==> src/rtl/rom_word_packer_pkg.sv <==
// Shared types and constants for the HEX-loader byte-to-word packer.
package rom_word_packer_pkg;

    localparam logic [1:0] BE_NONE = 2'b00;
    localparam logic [1:0] BE_LO   = 2'b01;
    localparam logic [1:0] BE_HI   = 2'b10;
    localparam logic [1:0] BE_WORD = 2'b11;

    localparam int FIFO_DEPTH_DEFAULT = 8;
    localparam int FIFO_AW_DEFAULT    = 3;

    typedef struct packed {
        logic [13:0] addr;
        logic [15:0] data;
        logic [1:0]  be;
    } word_entry_t;

    function automatic logic [1:0] laneBe(input logic lane);
        return lane ? BE_HI : BE_LO;
    endfunction

endpackage

==> src/rtl/rom_word_packer_if.sv <==
// Loader-side byte stream and memory-side word handshake of the packer.
// Optional ROM_PACK_STATS_EN adds the word_count/max_word_addr statistics.
interface rom_word_packer_if;
    logic        in_wr_en;
    logic [14:0] in_wr_addr;
    logic [7:0]  in_wr_data;
    logic        flush;
    logic        out_valid;
    logic        out_ready;
    logic [13:0] out_addr;
    logic [15:0] out_data;
    logic [1:0]  out_be;
    logic        busy;
    logic        overflow;
`ifdef ROM_PACK_STATS_EN
    logic [14:0] word_count;
    logic [13:0] max_word_addr;
`endif

    modport master (
        output in_wr_en, in_wr_addr, in_wr_data, flush, out_ready,
`ifdef ROM_PACK_STATS_EN
        input  word_count, max_word_addr,
`endif
        input  out_valid, out_addr, out_data, out_be, busy, overflow
    );

    modport slave (
        input  in_wr_en, in_wr_addr, in_wr_data, flush, out_ready,
`ifdef ROM_PACK_STATS_EN
        output word_count, max_word_addr,
`endif
        output out_valid, out_addr, out_data, out_be, busy, overflow
    );
endinterface

==> src/rtl/rom_word_fifo.sv <==
// Packed-word FIFO with a registered head; a full FIFO still accepts a push
// when the head is popped in the same cycle.
module rom_word_fifo
    import rom_word_packer_pkg::*;
#(
    parameter int DEPTH = FIFO_DEPTH_DEFAULT,
    parameter int AW    = FIFO_AW_DEFAULT
) (
    input  logic        clk_74a,
    input  logic        reset_n,
    input  logic        i_push,
    input  word_entry_t i_pushEntry,
    input  logic        i_pop,
    output word_entry_t o_head,
    output logic        o_headValid,
    output logic        o_empty,
    output logic        o_overflow
);

    word_entry_t    r_mem [DEPTH];
    word_entry_t    r_head;
    logic           r_headValid;
    logic           r_overflow;
    logic [AW:0]    r_count;
    logic [AW-1:0]  r_wrPtr;
    logic [AW-1:0]  r_rdPtr;

    logic           w_full;
    logic           w_pop;
    logic           w_pushOk;
    logic [AW:0]    w_countNext;
    logic [AW:0]    w_remain;
    logic [AW-1:0]  w_rdPtrNext;

    assign w_full      = (r_count == (AW+1)'(DEPTH));
    assign w_pop       = i_pop & r_headValid;
    assign w_pushOk    = i_push & (~w_full | w_pop);
    assign w_remain    = r_count - (AW+1)'(w_pop);
    assign w_countNext = w_remain + (AW+1)'(w_pushOk);
    assign w_rdPtrNext = r_rdPtr + AW'(w_pop);

    always_ff @(posedge clk_74a) begin
        if (w_pushOk) begin
            r_mem[r_wrPtr] <= i_pushEntry;
        end
    end

    // The head register mirrors the oldest entry; when the FIFO is about to
    // hold only the word being pushed, that word bypasses the storage array.
    always_ff @(posedge clk_74a or negedge reset_n) begin
        if (!reset_n) begin
            r_head      <= '0;
            r_headValid <= 1'b0;
            r_overflow  <= 1'b0;
            r_count     <= '0;
            r_wrPtr     <= '0;
            r_rdPtr     <= '0;
        end else begin
            r_count    <= w_countNext;
            r_rdPtr    <= w_rdPtrNext;
            r_wrPtr    <= r_wrPtr + AW'(w_pushOk);
            r_overflow <= r_overflow | (i_push & ~w_pushOk);
            if (w_countNext == '0) begin
                r_headValid <= 1'b0;
            end else if (w_pop || !r_headValid) begin
                r_headValid <= 1'b1;
                r_head      <= (w_remain == '0) ? i_pushEntry : r_mem[w_rdPtrNext];
            end
        end
    end

    assign o_head      = r_head;
    assign o_headValid = r_headValid;
    assign o_empty     = (r_count == '0);
    assign o_overflow  = r_overflow;

endmodule

==> src/rtl/rom_word_packer.sv <==
// Packs the HEX loader's byte stream into 16-bit little-endian words with byte
// enables. Optional ROM_PACK_STATS_EN adds pop statistics outputs.
module rom_word_packer
    import rom_word_packer_pkg::*;
#(
    parameter int FIFO_DEPTH = FIFO_DEPTH_DEFAULT,
    parameter int FIFO_AW    = FIFO_AW_DEFAULT
) (
    input  logic              clk_74a,
    input  logic              reset_n,
    rom_word_packer_if.slave  bus
);

    logic [13:0]  r_pendAddr;
    logic [7:0]   r_pendLo;
    logic [7:0]   r_pendHi;
    logic [1:0]   r_pendBe;
    logic         r_deferFlush;

    logic         w_lane;
    logic [13:0]  w_waddr;
    logic [1:0]   w_laneBe;
    logic         w_flushNow;
    logic         w_merge;
    logic         w_push;
    word_entry_t  w_pushEntry;
    logic [13:0]  w_nextAddr;
    logic [7:0]   w_nextLo;
    logic [7:0]   w_nextHi;
    logic [1:0]   w_nextBe;
    logic         w_nextDefer;
    word_entry_t  w_head;
    logic         w_headValid;
    logic         w_fifoEmpty;
    logic         w_overflow;
    logic         w_pop;

    // A byte either merges into the open word or closes it and opens a new one;
    // a flush that arrives with a byte is replayed on the following idle cycle.
    always_comb begin
        w_lane      = bus.in_wr_addr[0];
        w_waddr     = bus.in_wr_addr[14:1];
        w_laneBe    = laneBe(w_lane);
        w_flushNow  = ~bus.in_wr_en & (bus.flush | r_deferFlush);
        w_merge     = (r_pendBe != BE_NONE) && (w_waddr == r_pendAddr) &&
                      ((r_pendBe & w_laneBe) == BE_NONE);
        w_push      = 1'b0;
        w_pushEntry.addr = r_pendAddr;
        w_pushEntry.data = {r_pendHi, r_pendLo};
        w_pushEntry.be   = r_pendBe;
        w_nextAddr  = r_pendAddr;
        w_nextLo    = r_pendLo;
        w_nextHi    = r_pendHi;
        w_nextBe    = r_pendBe;
        w_nextDefer = r_deferFlush;

        if (bus.in_wr_en) begin
            if (w_merge) begin
                if (w_lane) w_nextHi = bus.in_wr_data;
                else        w_nextLo = bus.in_wr_data;
                w_nextBe = r_pendBe | w_laneBe;
                if (w_nextBe == BE_WORD) begin
                    w_push           = 1'b1;
                    w_pushEntry.data = {w_nextHi, w_nextLo};
                    w_pushEntry.be   = BE_WORD;
                    w_nextBe         = BE_NONE;
                end
            end else begin
                w_push     = (r_pendBe != BE_NONE);
                w_nextAddr = w_waddr;
                w_nextLo   = w_lane ? 8'h00 : bus.in_wr_data;
                w_nextHi   = w_lane ? bus.in_wr_data : 8'h00;
                w_nextBe   = w_laneBe;
            end
            if (bus.flush) w_nextDefer = 1'b1;
        end else if (w_flushNow) begin
            w_nextDefer = 1'b0;
            if (r_pendBe != BE_NONE) begin
                w_push   = 1'b1;
                w_nextBe = BE_NONE;
            end
        end
    end

    always_ff @(posedge clk_74a or negedge reset_n) begin
        if (!reset_n) begin
            r_pendAddr   <= '0;
            r_pendLo     <= '0;
            r_pendHi     <= '0;
            r_pendBe     <= BE_NONE;
            r_deferFlush <= 1'b0;
        end else begin
            r_pendAddr   <= w_nextAddr;
            r_pendLo     <= w_nextLo;
            r_pendHi     <= w_nextHi;
            r_pendBe     <= w_nextBe;
            r_deferFlush <= w_nextDefer;
        end
    end

    assign w_pop = w_headValid & bus.out_ready;

    rom_word_fifo #(
        .DEPTH (FIFO_DEPTH),
        .AW    (FIFO_AW)
    ) u_fifo (
        .clk_74a     (clk_74a),
        .reset_n     (reset_n),
        .i_push      (w_push),
        .i_pushEntry (w_pushEntry),
        .i_pop       (w_pop),
        .o_head      (w_head),
        .o_headValid (w_headValid),
        .o_empty     (w_fifoEmpty),
        .o_overflow  (w_overflow)
    );

    assign bus.out_valid = w_headValid;
    assign bus.out_addr  = w_head.addr;
    assign bus.out_data  = w_head.data;
    assign bus.out_be    = w_head.be;
    assign bus.overflow  = w_overflow;
    assign bus.busy      = (r_pendBe != BE_NONE) | ~w_fifoEmpty | r_deferFlush;

`ifdef ROM_PACK_STATS_EN
    logic [14:0] r_wordCount;
    logic [13:0] r_maxWordAddr;

    always_ff @(posedge clk_74a or negedge reset_n) begin
        if (!reset_n) begin
            r_wordCount   <= '0;
            r_maxWordAddr <= '0;
        end else if (w_pop) begin
            if (r_wordCount != '1) r_wordCount <= r_wordCount + 15'd1;
            if (w_head.addr > r_maxWordAddr) r_maxWordAddr <= w_head.addr;
        end
    end

    assign bus.word_count    = r_wordCount;
    assign bus.max_word_addr = r_maxWordAddr;
`endif

endmodule
==> src/flat_wrapper.sv <==
// flat-port wrapper written by rule: the top's interface ports become plain ports
module rom_word_packer_flat import rom_word_packer_pkg::*;
#(
    parameter int FIFO_DEPTH = FIFO_DEPTH_DEFAULT,
    parameter int FIFO_AW    = FIFO_AW_DEFAULT
)
  (clk_74a, reset_n, bus_in_wr_en, bus_in_wr_addr, bus_in_wr_data, bus_flush, bus_out_ready, bus_out_valid, bus_out_addr, bus_out_data, bus_out_be, bus_busy, bus_overflow);
  rom_word_packer_if bus_i ();
  input  logic clk_74a;
  input  logic reset_n;
  input wire logic [$bits(bus_i.in_wr_en)-1:0] bus_in_wr_en;
  input wire logic [$bits(bus_i.in_wr_addr)-1:0] bus_in_wr_addr;
  input wire logic [$bits(bus_i.in_wr_data)-1:0] bus_in_wr_data;
  input wire logic [$bits(bus_i.flush)-1:0] bus_flush;
  input wire logic [$bits(bus_i.out_ready)-1:0] bus_out_ready;
  output wire logic [$bits(bus_i.out_valid)-1:0] bus_out_valid;
  output wire logic [$bits(bus_i.out_addr)-1:0] bus_out_addr;
  output wire logic [$bits(bus_i.out_data)-1:0] bus_out_data;
  output wire logic [$bits(bus_i.out_be)-1:0] bus_out_be;
  output wire logic [$bits(bus_i.busy)-1:0] bus_busy;
  output wire logic [$bits(bus_i.overflow)-1:0] bus_overflow;
  assign bus_i.in_wr_en = bus_in_wr_en;
  assign bus_i.in_wr_addr = bus_in_wr_addr;
  assign bus_i.in_wr_data = bus_in_wr_data;
  assign bus_i.flush = bus_flush;
  assign bus_i.out_ready = bus_out_ready;
  assign bus_out_valid = bus_i.out_valid;
  assign bus_out_addr = bus_i.out_addr;
  assign bus_out_data = bus_i.out_data;
  assign bus_out_be = bus_i.out_be;
  assign bus_busy = bus_i.busy;
  assign bus_overflow = bus_i.overflow;
  rom_word_packer #(.FIFO_DEPTH(FIFO_DEPTH), .FIFO_AW(FIFO_AW)) u_core (.clk_74a(clk_74a), .reset_n(reset_n), .bus(bus_i));
endmodule
==> config.mk <==
export PLATFORM = sky130hd
export DESIGN_NAME = rom_word_packer_flat
export DESIGN_NICKNAME = d
export VERILOG_FILES = /design/src/rtl/rom_word_packer_pkg.sv /design/src/rtl/rom_word_packer_if.sv /design/src/rtl/rom_word_fifo.sv /design/src/rtl/rom_word_packer.sv /design/src/flat_wrapper.sv
export SDC_FILE = /design/constraint.sdc
export NUM_CORES = 1
export LEC_CHECK = 0
export BUFFER_PORTS_ARGS = -buffer_cell sky130_fd_sc_hd__buf_4
export CORE_MARGIN = 2
export CORE_UTILIZATION = 55
export CTS_CLUSTER_SIZE = 14
export DETAILED_ROUTE_END_ITERATION = 12
export PLACE_DENSITY = 0.75
export SLEW_MARGIN = 0
export SYNTH_ARGS = -nofsm -noshare
export SYNTH_HDL_FRONTEND = slang
export SYNTH_SLANG_ARGS = --single-unit
==> constraint.sdc <==
create_clock -name clk_74a -period 3.87 [get_ports clk_74a]
set_clock_uncertainty 0.2 [all_clocks]
set_input_delay 0.774 -clock clk_74a [delete_from_list [all_inputs] [get_ports clk_74a]]
set_output_delay 0.774 -clock clk_74a [all_outputs]
set_load 0.01 [all_outputs]
# Yosys cells after proc, flatten, opt, wreduce, memory -nomap -nowiden
# Memories as Yosys holds them, arrays and structs flattened.
# Cells that the tools add are included.
# classes
n_reduce_logical	16
n_lt_le_gt_ge	0
n_shift	0
muxes	28
n_addsub	4
n_eq_ne	4
mul	0
n_bitwise	18
n_div	0
# ops
operator	count
18-bit 2-to-1 mux	3
8-bit 2-to-1 mux	6
32-bit 2-to-1 mux	1
14-bit equality test	1
4-bit logical NOT	3
1-bit 2-to-1 mux	12
2-bit 2-to-1 mux	6
2-bit AND reduction	4
2-bit nonzero test	4
3-bit by 1-bit adder with 3-bit output	2
1-bit inverter	6
1-bit bitwise AND	5
1-bit OR	5
4-bit by 1-bit adder with 4-bit output	1
4-bit equality test, second input constant	1
4-bit by 1-bit subtractor with 4-bit output	1
2-bit bitwise AND	1
2-bit equality test, second input constant	1
1-bit logical AND	2
2-bit logical NOT	1
2-bit by 1-bit inequality test with 1-bit output, second input constant	1
2-bit OR	1
1-bit logical NOT	1
1-bit logical OR	1
# totals
out_inout_bits	35
mem_bits_rw	256
elab_cells	84
mem_bits_ro	0
latch_bits	0
in_bits	28
memories	1
ff_bits	77
# memory_table
memory	words	word_bits	rd	rd_clocked_by_memory_dff	write_ports	line	text
u_core.u_fifo.r_mem	8	32	1	0	1	rom_word_fifo.sv:20	word_entry_t r_mem [DEPTH];

# Longest topological paths before layout
# depth
word_depth	11
ltp_mapped	13
depth_no_buf	11

# Modules after synthesis
# Synthesis repeated with hierarchy kept, for this count alone.
# unflattened
hier_cells	1002
hier_area_um2	14202.4
# by_module_without_submodules
module	n_inst	area_per_inst_um2	seq_area_each_um2	cells_per_inst
rom_word_fifo	1	12548.3	8788.4	878
rom_word_packer	1	1654.1	825.8	124

# Worst setup path after synthesis
# OpenSTA, ideal clock, no wires.
# synth_timing
path_kind	input -> register
startpoint	input bus_in_wr_en
endpoint	memory u_core.u_fifo.r_mem[0][0] in the netlist's numbering, enable pin
required_ns	3.209
setup_ns	0.461
t_arrival_ns	3.549
stages	5
path_buffers	0
path_slack_ns	-0.340
cell_sequence	nor3_1 o21bai_1 nor2b_1 nand2b_1 nor3_1
# synth_between
elab_chain_len	7
# synth_lines
element	line	text
start: declaration	flat_wrapper.sv:11	input wire logic [$bits(bus_i.in_wr_en)-1:0] bus_in_wr_en;
1-bit inverter	rom_word_packer.sv:44	w_flushNow = ~bus.in_wr_en & (bus.flush | r_deferFlush);
1-bit bitwise AND	rom_word_packer.sv:44	
1-bit 2-to-1 mux	rom_word_packer.sv:76	end else if (w_flushNow) begin
1-bit 2-to-1 mux *	rom_word_packer.sv:57	if (bus.in_wr_en) begin
1-bit bitwise AND *	rom_word_fifo.sv:37	assign w_pushOk = i_push & (~w_full | w_pop);
1-bit 2-to-1 mux *	rom_word_fifo.sv:43	if (w_pushOk) begin
1-bit 2-to-1 mux (not written as such) *	rom_word_fifo.sv:44	r_mem[r_wrPtr] <= i_pushEntry;
end: declaration	rom_word_fifo.sv:20	
# Mark *: on every way between the ends. The rest lies on a longest branch, timed or not.

# Worst setup path in the final report
# layout_timing
startpoint	register u_core.u_fifo.r_count[1]
endpoint	register u_core.u_fifo.r_head (netlist bit u_core.u_fifo.o_head[24])
# layout_between
elab_chain_len	8
word_cells_on_any_way	11
cone_classes	add/sub (2); eq/ne (1); mux (1); bitwise (4); reduce/logical (3)
# layout_lines
element	line	text
start: declaration	rom_word_fifo.sv:24	logic [AW:0] r_count;
start signal: assignment	rom_word_fifo.sv:59	r_count <= w_countNext;
4-bit equality test	rom_word_fifo.sv:35	assign w_full = (r_count == (AW+1)'(DEPTH));
1-bit inverter	rom_word_fifo.sv:37	
1-bit OR	rom_word_fifo.sv:37	
1-bit bitwise AND	rom_word_fifo.sv:37	
4-bit by 1-bit adder with 4-bit output *	rom_word_fifo.sv:39	assign w_countNext = w_remain + (AW+1)'(w_pushOk);
via u_core.u_fifo.w_countNext[2]	rom_word_fifo.sv:31	logic [AW:0] w_countNext;
4-bit logical NOT *	rom_word_fifo.sv:63	if (w_countNext == '0) begin
1-bit inverter (no line) *	-	
2-bit AND reduction (no line) *	-	
end signal: assignment	rom_word_fifo.sv:67	r_head <= (w_remain == '0) ? i_pushEntry : r_mem[w_rdPtrNext];
end: declaration	rom_word_fifo.sv:21	word_entry_t r_head;
# Mark *: on every way through the listed nets, which the timed path passes. The rest lies on a longest branch.
# A chain may end at the register's enable or synchronous reset.

==> results.yml <==
floorplan:
  initial_utilization_pct: 56.3
  placement_rows: 56
  design.die.area_mm2: 0.0254
  die_y_um: 159
  io_pins: 63
  design.core.area_mm2: 0.0236
  die_width_um: 159
sta:
  achievable-frequency_ghz: 0.322
  hold_viol: 0
  final-setup-viol-count: 0
  slew-limit-headroom_pct: 27.8
  drv_slew: 0
  grt_setup_unrepaired: "no"
  tightest_slew_ns: 1.08
  fin_crit_ns: 3.11
  final.period_utilization_pct: 80.3
  aggregate_negative_setup_slack_ns: 0
final_layout:
  finalNonFillerCells: 1341
  final_layout_size_suffix_gt1_share_pct: 19.6
  utilization_pct: 65.1
  area_taken_by_flip_flops_and_latches_mm2: 0.00961
  area_delta_synth_final_pct: 15.7
  fillCellCount: 1639
  insertedDiodeCount: 0
  multi_input_area_mm2: 0.00353
  num-nets-final: 1034
grt:
  grt_use_total_pct: 24.1
  first_global_vias: 8137
  overflow: 0
  grt_pass1_wl_um: 46900
  grt_start_max_net_pins: 81
  grt_antenna_before_repair: 0
place:
  dp_hpwl_um: 17200
  io_buffer_count: 62
  place.gp.congestion: 0.770
  placedCellCount: 1281
worst_setup_path:
  path_class: "reg -> reg"
  setup.worst_path.end_class: "register"
  worst_ep_arrival_time_ns: 3.28
  setup.worst_path.start_class: "register"
  critical-path-max-stage-delay_ns: 0.39
  critPathMaxFanout: 22
  critPathRequiredTime_ns: 4.04
  timing.critical_path.cells: "nor3_1 > nand3_1 > nor2b_1 > ha_1 > ha_1 > xnor2_1 > nor3_1 > a21o_2 > buf_4 > buf_4 > o21ai_0"
  critical_path.slowest_cell: "dfrtp_1"
synth:
  yosysWarningCount: 0
  post_synth_top_flop: "edfxtp_1"
  yosys.cell_types.count: 41
  netlist.area_leader.share_pct: 57.8
  mappedNetlistArea_mm2: 0.0133
  synth_seq_area_share_pct: 72.3
  netlist_top_cells_area: "edfxtp_1 (58%), dfrtp_1 (14%), nand2_1 (5.5%), mux2_2 (2.5%), mux4_2 (2.4%)"
  netlist_instances: 919
  synth_enable_flop_cells: 256
  synthesis.area_per_instance_um2: 14.5
  ys_async_sr_fraction_pct: 23.1
  mappedNetlistNets: 955
  post_synthesis_sequential_element_count: 333
  dominant_cell_type_by_area_after_synthesis: "edfxtp_1"
routing:
  ant_nets: 0
  dr.first_iter.drc_count: 853
  route.detailed.wl_per_inst_um: 22.6
  route.detailed.drc: 0
  vias: 8183
  firstDrtPassIters: 5
  post_drt_via_cell_ratio: 6.10
  route.final.wire_length_um: 30200
clock_network:
  cts-root-buf: "clkbuf_16"
  post_cts_resized: 0
  cts-htree-levels: 2
  tritoncts_clock_tree: "done"
  clk_path_buf_depth: 3
  cts.repair_timing.setup_buffer_count: 0
  hold_buffers_post_cts: 0
  cts_buffers: 34
  clock-sinks: 333
  skew_pair_late_insertion_delay_ns: 0.50
  clkTransAtPathRegs_ns: 0.06
power:
  p_leak_nw: 5.69
  post_route_total_power_mw: 12.6
  power_density_normalized_to_cell_area_mw_per_mm2: 822
  vdd.ir_drop.worst_uv: 738
min_path:
  holdCritPathClass: "in -> async"
run_status:
  run_status: "completed"
run:
  maximum_capacitance_violations: 0
through the flow:
stage	hold WS (ns)	area (um2)	setup WS (ns)
detailed placement	0.264	14300	0.351
floorplan	0.261	13300	0.516
global placement	0.270	14300	0.436
CTS	0.263	15400	0.772
finish	0.255	15400	0.764
global route	0.268	15400	0.522
registers in the layout, indices dropped and copies added, names as in the netlist:
name                       count
u_core.u_fifo.r_mem          256
u_core.u_fifo.o_head          32
u_core.r_pendAddr             14
u_core.r_pendHi                8
u_core.r_pendLo                8
u_core.u_fifo.r_count          4
u_core.u_fifo.r_rdPtr          3
u_core.u_fifo.r_wrPtr          3
u_core.r_pendBe                2
u_core.r_deferFlush            1
u_core.u_fifo.o_headValid      1
u_core.u_fifo.o_overflow       1
Yosys cell counts, types with 2 or more instances:
cell,n
mux4_2,14
a31oi_1,15
nand3_1,48
a221o_1,15
o21bai_1,2
mux2i_1,20
a32oi_1,34
clkbuf_1,41
inv_1,6
edfxtp_1,256
nand2b_1,17
a22o_1,16
nor2b_1,5
nor3b_1,3
and2_1,2
nor3_1,5
xor2_1,8
a31o_2,2
nand4_1,18
a21oi_1,3
and3_1,2
mux2_2,30
nor2_1,25
nand2_1,194
buf_1,3
xnor2_1,12
ha_1,8
buf_2,8
dfrtp_1,77
o21ai_0,19
layout make-up:
type                    instances  area share (%)
repair buffers                 95            5.04
flip-flops and latches        333            62.5
well taps                     319            2.60
clock buffers                  45            6.13
clock inverters                15           0.594
multi-input cells             527            22.9
inverters                       7           0.187
placed cells by master, fill, tap and decap left out, types with 14 or more instances in the layout:
cell	synthesis	routed
a221o_1	15	15
a22o_1	16	16
a31oi_1	15	15
a32oi_1	34	34
buf_4	0	90
clkbuf_16	0	35
dfrtp_1	77	77
edfxtp_1	256	256
mux2_2	30	30
mux2i_1	20	20
mux4_2	14	14
nand2_1	194	194
nand2b_1	17	17
nand3_1	48	48
nand4_1	18	18
nor2_1	25	18
o21ai_0	19	19
logic make-up after synthesis:
group	share of synthesized area [%]
AOI/OAI and AO/OA	6.40
and+or+nand+nor	11.0
muxes	6.42
adders and majority gates	0.753
DFF	72.3
buffers and inverters	1.74
xor gates and xnor gates	1.32
power by group:
group | total (mW) | leakage [nW] | switching (mW) | internal [mW]
combinational | 4.65 | 1.90 | 2.85 | 1.80
clock | 3.05 | 0.507 | 1.27 | 1.78
sequential | 4.94 | 3.28 | 0.327 | 4.61
per-layer routing:
layer  up-vias  track usage, %  wire [um]
met3        33            3.70       2690
li1       3617               -          -
met2       405            38.4      14600
met5         -               0          0
met4         0            6.49        493
met1      4128            35.2      12500
critical path, delay by kind of cell, from the launching register on:
| family | cells | cell delay (ns) |
|---|---|---|
| adder cells (fa/ha/maj) | 2 | 0.42 |
| buffers and inverters | 2 | 0.54 |
| flip-flops | 1 | 0.39 |
| AND/OR/NAND/NOR | 4 | 0.91 |
| AO/OA/AOI/OAI | 2 | 0.36 |
| XOR/XNOR | 1 | 0.15 |
path summary, 6_finish.rpt:
path                                                         to                           startpoint  cells after the start  slack [ns]
max reg2reg                u_core.u_fifo.o_head[24]$_DFFE_PN0P_   u_core.u_fifo.r_count[1]$_DFF_PN0_                     11        0.76
max                        u_core.u_fifo.o_head[24]$_DFFE_PN0P_   u_core.u_fifo.r_count[1]$_DFF_PN0_                     11        0.76
min in group clk_74a            u_core.r_deferFlush$_DFFE_PN0P_                            bus_flush                      2        0.28
min                              u_core.r_pendHi[3]$_DFFE_PN0P_                              reset_n                      1        0.26
min reg2reg                 u_core.u_fifo.o_head[1]$_DFFE_PN0P_  u_core.u_fifo.o_head[1]$_DFFE_PN0P_                      2        0.28
max in group asynchronous   u_core.u_fifo.o_head[6]$_DFFE_PN0P_                              reset_n                      1        2.50
(Power assumes the default switching activity.)
